### src/rtl/nco_mc.sv
// nco_mc: multi-channel quadrature NCO. Per-channel frequency/offset words are staged
// in shadow registers and committed together on a sample boundary; 3-stage output pipeline.
module nco_mc #(
    parameter int NUM_CH         = 4,
    parameter int LUT_ADDR_BITS  = 8,
    parameter int LUT_DATA_BITS  = 8,
    parameter int PHASE_ACC_BITS = 24,
    localparam int CH_W = (NUM_CH > 1) ? $clog2(NUM_CH) : 1
) (
    input  logic                                clk,
    input  logic                                rst,
    input  logic                                en,
    input  logic                                sync,
    input  logic                                cfg_valid,
    output logic                                cfg_ready,
    input  logic [CH_W-1:0]                     cfg_ch,
    input  logic [PHASE_ACC_BITS-1:0]           cfg_inc,
    input  logic [PHASE_ACC_BITS-1:0]           cfg_ofs,
    input  logic                                update_req,
    output logic                                out_valid,
    output logic [NUM_CH*(LUT_DATA_BITS+1)-1:0] out_i,
    output logic [NUM_CH*(LUT_DATA_BITS+1)-1:0] out_q
);
    localparam int A     = LUT_ADDR_BITS;
    localparam int D     = LUT_DATA_BITS;
    localparam int P     = PHASE_ACC_BITS;
    localparam int OW    = D + 1;
    localparam int PH_W  = A + 2;
    localparam int LO_W  = P - PH_W;
    localparam int LUT_N = 1 << A;

    typedef enum logic {S_IDLE, S_PEND} state_t;

    function automatic logic [D-1:0] lut_entry(input int idx);
        real x;
        real v;
        x = 3.14159265358979323846 / 2.0 * (real'(idx) + 0.5) / real'(LUT_N);
        v = real'((1 << D) - 1) * $sin(x);
        return D'($rtoi(v + 0.5));
    endfunction

    // Returns {I, Q} for one quadrant-folded sample; negation is exact two's complement.
    function automatic logic [2*OW-1:0] map_iq(input logic [1:0] q,
                                               input logic [D-1:0] s,
                                               input logic [D-1:0] m);
        logic signed [OW-1:0] ps;
        logic signed [OW-1:0] pm;
        ps = signed'({1'b0, s});
        pm = signed'({1'b0, m});
        case (q)
            2'd0:    return {pm, ps};
            2'd1:    return {-ps, pm};
            2'd2:    return {-pm, -ps};
            default: return {ps, -pm};
        endcase
    endfunction

    logic [D-1:0]      w_lut   [LUT_N];
    logic [PH_W-1:0]   w_ph    [NUM_CH];
    logic [2*OW-1:0]   w_iq    [NUM_CH];
    logic              w_wr;
    logic              w_commit;

    state_t            r_state;
    logic              r_cfg_ready;
    logic [P-1:0]      r_acc    [NUM_CH];
    logic [P-1:0]      r_inc    [NUM_CH];
    logic [P-1:0]      r_ofs    [NUM_CH];
    logic [P-1:0]      r_sh_inc [NUM_CH];
    logic [P-1:0]      r_sh_ofs [NUM_CH];
    logic              r_vld_p0, r_vld_p1, r_vld_p2;
    logic [PH_W-1:0]   r_ph_p0  [NUM_CH];
    logic [1:0]        r_q_p1   [NUM_CH];
    logic [D-1:0]      r_s_p1   [NUM_CH];
    logic [D-1:0]      r_m_p1   [NUM_CH];
    logic [NUM_CH*OW-1:0] r_out_i_p2, r_out_q_p2;

    for (genvar gi = 0; gi < LUT_N; gi++) begin : g_lut
        localparam logic [D-1:0] LV = lut_entry(gi);
        assign w_lut[gi] = LV;
    end

    // Only the top A+2 phase bits are kept; the truncated low half contributes just its carry,
    // and acc_lo + ofs_lo overflows exactly when acc_lo > ~ofs_lo.
    for (genvar gc = 0; gc < NUM_CH; gc++) begin : g_ch
        if (LO_W > 0) begin : g_carry
            assign w_ph[gc] = r_acc[gc][P-1 -: PH_W] + r_ofs[gc][P-1 -: PH_W]
                            + PH_W'(r_acc[gc][LO_W-1:0] > ~r_ofs[gc][LO_W-1:0]);
        end else begin : g_nocarry
            assign w_ph[gc] = r_acc[gc] + r_ofs[gc];
        end
        assign w_iq[gc] = map_iq(r_q_p1[gc], r_s_p1[gc], r_m_p1[gc]);
    end

    assign w_wr      = cfg_valid && r_cfg_ready;
    assign w_commit  = (r_state == S_PEND) && en;
    assign cfg_ready = r_cfg_ready;
    assign out_valid = r_vld_p2;
    assign out_i     = r_out_i_p2;
    assign out_q     = r_out_q_p2;

    always_ff @(posedge clk or negedge rst) begin
        if (!rst) begin
            r_state     <= S_IDLE;
            r_cfg_ready <= 1'b1;
            r_vld_p0    <= 1'b0;
            r_vld_p1    <= 1'b0;
            r_vld_p2    <= 1'b0;
        end else begin
            r_vld_p0 <= en;
            r_vld_p1 <= r_vld_p0;
            r_vld_p2 <= r_vld_p1;
            case (r_state)
                S_IDLE: if (update_req) begin
                    r_state     <= S_PEND;
                    r_cfg_ready <= 1'b0;
                end
                default: if (en) begin
                    r_state     <= S_IDLE;
                    r_cfg_ready <= 1'b1;
                end
            endcase
        end
    end

    always_ff @(posedge clk or negedge rst) begin
        if (!rst) begin
            for (int c = 0; c < NUM_CH; c++) begin
                r_acc[c]    <= '0;
                r_inc[c]    <= '0;
                r_ofs[c]    <= '0;
                r_sh_inc[c] <= '0;
                r_sh_ofs[c] <= '0;
            end
        end else begin
            for (int c = 0; c < NUM_CH; c++) begin
                if (sync)
                    r_acc[c] <= '0;
                else if (en)
                    r_acc[c] <= r_acc[c] + r_inc[c];
                if (w_wr && cfg_ch == CH_W'(c)) begin
                    r_sh_inc[c] <= cfg_inc;
                    r_sh_ofs[c] <= cfg_ofs;
                end
                if (w_commit) begin
                    r_inc[c] <= r_sh_inc[c];
                    r_ofs[c] <= r_sh_ofs[c];
                end
            end
        end
    end

    // Stage p0: phase sum; stage p1: ROM read of both quarter-wave addresses.
    always_ff @(posedge clk) begin
        for (int c = 0; c < NUM_CH; c++) begin
            if (en)
                r_ph_p0[c] <= w_ph[c];
            r_q_p1[c] <= r_ph_p0[c][PH_W-1 -: 2];
            r_s_p1[c] <= w_lut[r_ph_p0[c][A-1:0]];
            r_m_p1[c] <= w_lut[~r_ph_p0[c][A-1:0]];
        end
    end

    // Stage p2: quadrant mapping; outputs hold between valid samples.
    always_ff @(posedge clk or negedge rst) begin
        if (!rst) begin
            r_out_i_p2 <= '0;
            r_out_q_p2 <= '0;
        end else if (r_vld_p1) begin
            for (int c = 0; c < NUM_CH; c++) begin
                r_out_i_p2[c*OW +: OW] <= w_iq[c][2*OW-1 -: OW];
                r_out_q_p2[c*OW +: OW] <= w_iq[c][OW-1:0];
            end
        end
    end

endmodule
### config.mk
export PLATFORM = sky130hd
export DESIGN_NAME = nco_mc
export DESIGN_NICKNAME = d
export VERILOG_FILES = /design/src/rtl/nco_mc.sv
export SDC_FILE = /design/constraint.sdc
export NUM_CORES = 2
export LEC_CHECK = 0
export BUFFER_PORTS_ARGS = -buffer_cell sky130_fd_sc_hd__buf_2
export CORE_ASPECT_RATIO = 1.5
export CORE_MARGIN = 8
export CORE_UTILIZATION = 55
export CTS_CLUSTER_SIZE = 25
export DETAILED_ROUTE_END_ITERATION = 8
export MAX_ROUTING_LAYER = met4
export PLACE_DENSITY = 0.72
export SYNTH_ARGS = -nofsm -noshare
export SYNTH_HDL_FRONTEND = slang
export SYNTH_SLANG_ARGS = --single-unit
### constraint.sdc
create_clock -name clk -period 5.1 [get_ports clk]
set_input_delay 1.02 -clock clk [delete_from_list [all_inputs] [get_ports clk]]
set_output_delay 1.02 -clock clk [all_outputs]
set_load 0.1 [all_outputs]
# Yosys cells after proc, flatten, opt, wreduce, memory -nomap -nowiden
# Memories as Yosys holds them, arrays and structs flattened.
# Cells that the tools add are included.
[word_totals]
ram_bits = 112
out_inout_bits = 74
input_bits = 56
n_memories = 12
mem_bits_ro = 16384
register_bits = 557
[memory_table]
columns = ["memory", "words", "word_bits", "read_ports", "rd_clocked_by_memory_dff", "write_ports", "line_no", "text"]
rows = [
  ["(name not given)", 256, 8, 1, 0, 0, "160", "r_m_p1[c] <= w_lut[~r_ph_p0[c][A-1:0]];"],
  ["(name not given)", 256, 8, 1, 0, 0, "159", "r_s_p1[c] <= w_lut[r_ph_p0[c][A-1:0]];"],
  ["(name not given)", 256, 8, 1, 0, 0, "160", ""],
  ["(name not given)", 256, 8, 1, 0, 0, "159", ""],
  ["(name not given)", 256, 8, 1, 0, 0, "160", ""],
  ["(name not given)", 256, 8, 1, 0, 0, "159", ""],
  ["6 more memories", "-", "-", "-", "-", "-", "-", ""],
]
[classes]
bitwise = 16
n_reduce_logical = 14
mux = 36
eq_ne = 12
magnitude_cmp = 12
n_addsub = 20
[op_table]
columns = ["op", "n"]
rows = [
  ["18-bit case mux with 3 select lines", 4],
  ["24-bit 2-to-1 mux", 8],
  ["8-bit 2-to-1 mux", 16],
  ["24-bit adder", 4],
  ["9-bit greater-or-equal comparator, second input constant", 8],
  ["8-bit negation with 9-bit output", 8],
  ["8-bit NOT with 9-bit output", 8],
  ["14-bit greater-than comparator", 4],
  ["14-bit NOT", 4],
  ["10-bit by 1-bit adder with 10-bit output", 4],
  ["10-bit adder", 4],
  ["8-bit NOT", 4],
  ["2-bit equality test, second input constant", 6],
  ["2-bit by 1-bit equality test with 1-bit output, second input constant", 5],
  ["2-bit logical NOT", 5],
  ["1-bit 2-to-1 mux", 8],
  ["1-bit logical AND", 6],
  ["2-bit nonzero test", 2],
  ["2-bit inequality test, second input constant", 1],
  ["2-bit AND reduction", 1],
]

# Longest topological paths before layout
# An unclocked memory read counts as a cell.
[depth]
word_depth = 6
ltp_mapped = 21
ltp_nobuf = 21

# Worst setup path before layout
# Ideal clock, no wire load.
[synth_timing]
kind = "reg2reg"
from = "register r_acc[55] (netlist bit)"
to = "memory r_ph_p0[1][8] (netlist bit), data pin"
arrival_time_ns = 3.281
path_stages_with_launch = 21
path_slack_ns = 1.561
t_required_ns = 4.842
n_path_buf = 0
cell_sequence = "dfrtp_1 -> ha_1 -> a21o_1 -> a21oi_1 -> nor2b_1 -> o21ai_0 -> nand2b_1 -> a21oi_1 -> nor2b_1 -> o21ai_0 -> a21oi_1 -> fa_1 -> fa_1 -> a21oi_1 -> nor2_1 -> nor2_1 -> o21bai_1 -> a21oi_1 -> o21bai_1 -> a21oi_1 -> xnor2_1"
[synth_rtl]
columns = ["element", "line_no", "text"]
rows = [
  ["from (decl)", "66", "logic [P-1:0] r_acc [NUM_CH];"],
  ["from (signal, indexed assignment)", "140", "r_acc[c] <= r_acc[c] + r_inc[c];"],
  ["to (decl)", "72", "logic [PH_W-1:0] r_ph_p0 [NUM_CH];"],
]

==> run metrics <==
final WL=127 mm; Slew Limit Headroom=23.4%; highest achievable clock rate=244 MHz; hpwl dp=89.1 mm; fillers=6973; Core Region=0.0810 mm^2; status=completed; multi-input logic area=0.0262 mm^2; Worst Path Arrival=4.48 ns; most frequent cells in the layout=555 x dfrtp_1, 435 x o21ai_0, 430 x a21oi_1, 428 x nor2_1, 416 x nand2_1; Routed Antenna Nets=0; worst-path fanout max=3; commonest non-fill, non-tap cell in the layout=dfrtp_1; CTS Root Cell=clkbuf_16; Skew-Pair Late Insertion Delay=0.63 ns; first-pass GRT wire length=202 mm; die extent in x=249 um; grt ovf=0; max incr delay on CP=0.43 ns; asr flop ratio synth=83.3%; fin. max-slew vios=0; GRT Max-Usage Layer=met2; top_reg_cell synth=dfrtp_1; CP Launch Type=flop; hold buffers post-CTS=0; GRT Resource Usage Total=28.0%; Reg area=0.0166 mm^2; crit-path most repeated cell=a21oi_1; met2 usage=48.1%; Avg Inst Size Synth=9.17 um^2; Avg Vias per Cell=6.45; die height=366 um; number of cell rows=128; largest net degree at the start of global routing=114; critical path's slowest cell=fa_1; synthesized flop and latch total=669; CP required=5.47 ns; Final TNS setup=0 ns; Final Cycle Share=80.5%; Net Count, Synth=5197; Starting Density=55.3%; final setup fails=0; WP buf/inv=0; Num CTS Buffers=67; Mapped Area=0.0448 mm^2; distinct cell type count after synthesis=93; Final nets=5105; initial DRC count=4438; crit path capture type=flop; die area=0.0911 mm^2; number of global-route vias before repair=37000; Via Count=38200; fraction of layout cells with a size suffix above 1=16.7%; Seq/Total Area, Yosys=37.0%; Post-synth EDFFs=40; Area Overhead vs Synth=8.01%; crit path cell chain=ha_1, a21o_1, a21oi_1, nor2b_1, o21ai_0, nand2b_1, a21oi_1, nor2b_1, o21ai_0, a21oi_1, fa_1, fa_1, a21oi_1, nor2_1, nor2_1, o21bai_1, a21oi_1, o21bai_1, a21oi_1, xnor2_1; post-CTS repair timing setup buffer count=0; CP top delay family=compound AO/OA/AOI/OAI gates; # DRC=0; grt met3 use=4.21%; Area after DPL=0.0460 mm^2; CTS tree=built; Max-cap violations=0; unrepaired setup endpoints after global routing=false; final core utilization=59.7%; Top Ports=130; number of warnings issued by yosys=0; met1 Resource Use GR=31.8%; CTS resizes=0; Worst Tran Pin Value=1.14 ns; clk sinks=669; Clock transition at path regs=0.06 ns; final hold violations=0; initial antenna violation count=22; H-tree depth=3; Setup Skew=0.0199 ns; Final Instance Area=0.0484 mm^2; class of the worst hold path=reg2reg; Cells after Synth=4889; IO Port Bufs=129; Wirelength per Cell=21.6 um; CP Class=reg2reg; gpl congestion=1.00; clk buf depth=3; Pre-Repair DR Iteration Count=7; fin crit period=4.11 ns
stage by stage:
stage               hold slack, ns  setup slack [ns]  std cells
finish                       0.341             0.994       5911
global placement             0.324              1.19       5768
detailed placement           0.328              1.15       5768
CTS                          0.342              1.04       5889
floorplan                    0.323              1.56       4889
global route                 0.356             0.681       5907
cells in the mapped netlist (all sizes together) (70+ instances only):
cell    number  area share, %
a211oi      77            1.3
a21o        73            1.2
a21oi      431            4.8
buf         97           0.92
clkbuf     268            2.2
dfrtp      556             31
dfxtp       72            3.2
ha         240            6.7
inv        159            1.3
mux2       409             10
mux2i       91            2.0
nand2      418            3.5
nand3      100            1.1
nor2       431            3.6
nor3        70           0.78
o21ai      444            5.0
xnor2       77            1.5
worst register-to-register path, cell delays in order (launching register included):
cell and delay (ns):
dfrtp_1 0.40, ha_1 0.33, a21o_1 0.17, a21oi_1 0.19, nor2b_1 0.06, o21ai_0 0.15
nand2b_1 0.08, a21oi_1 0.16, nor2b_1 0.07, o21ai_0 0.18, a21oi_1 0.17, fa_1 0.43
fa_1 0.42, a21oi_1 0.16, nor2_1 0.06, nor2_1 0.17, o21bai_1 0.09, a21oi_1 0.22
o21bai_1 0.09, a21oi_1 0.17, xnor2_1 0.09
worst paths after layout:
check	cells past startpoint	slack (ns)	start	to
setup / recovery	20	0.99	r_acc[55]$_DFFE_PN0P_	r_ph_p0[1][8]$_DFFE_PP_
hold / removal	0	0.34	r_ph_p0[1][8]$_DFFE_PP_	r_q_p1[1][0]$_DFF_P_
setup reg to reg	20	0.99	r_acc[55]$_DFFE_PN0P_	r_ph_p0[1][8]$_DFFE_PP_
hold reg to reg	0	0.34	r_ph_p0[1][8]$_DFFE_PP_	r_q_p1[1][0]$_DFF_P_
max in group asynchronous	2	3.62	rst	r_acc[83]$_DFFE_PN0P_
min in group asynchronous	1	0.40	rst	out_q[34]$_DFFE_PN0P_
flip-flops by register name (all words and copies together) (netlist names), 8 cells and up:
signal and count:
out_i 36, out_q 36, r_acc 96, r_inc 96, r_m_p1 32, r_ofs 96
r_ph_p0 40, r_q_p1 8, r_s_p1 32, r_sh_inc 96, r_sh_ofs 96
final cells by class:
cell class / count / share of cell area (%)
Antenna cell: 22 / 0.114
Clock buffer: 100 / 4.14
Clock inverter: 21 / 0.659
Inverter: 166 / 1.29
Multi-Input combinational cell: 3689 / 54.2
Sequential cell: 669 / 34.3
Tap cell: 1040 / 2.69
Timing Repair Buffer: 204 / 2.69
routing by layer:
layer / wire, um / part of all wire, % / up-vias
met5: 0 / 0 / -
met2: 63000 / 49 / 1627
met4: 6680 / 5.2 / 0
met3: 9100 / 7.1 / 391
met1: 48600 / 38 / 18300
li1: - / - / 17800
cells by family after synthesis:
group	count (synthesis)	synth area share, %
adders and majority gates	253	7.26
DFF	669	37.0
muxes	567	15.7
xor gates and xnor gates	116	2.27
and+or+nand+nor	1256	12.5
AOI/OAI and AO/OA	1497	20.7
buffers and inverters	531	4.55
Power is not shown: default switching activity piles up to over one toggle a cycle in this logic, so the estimate is an artifact.
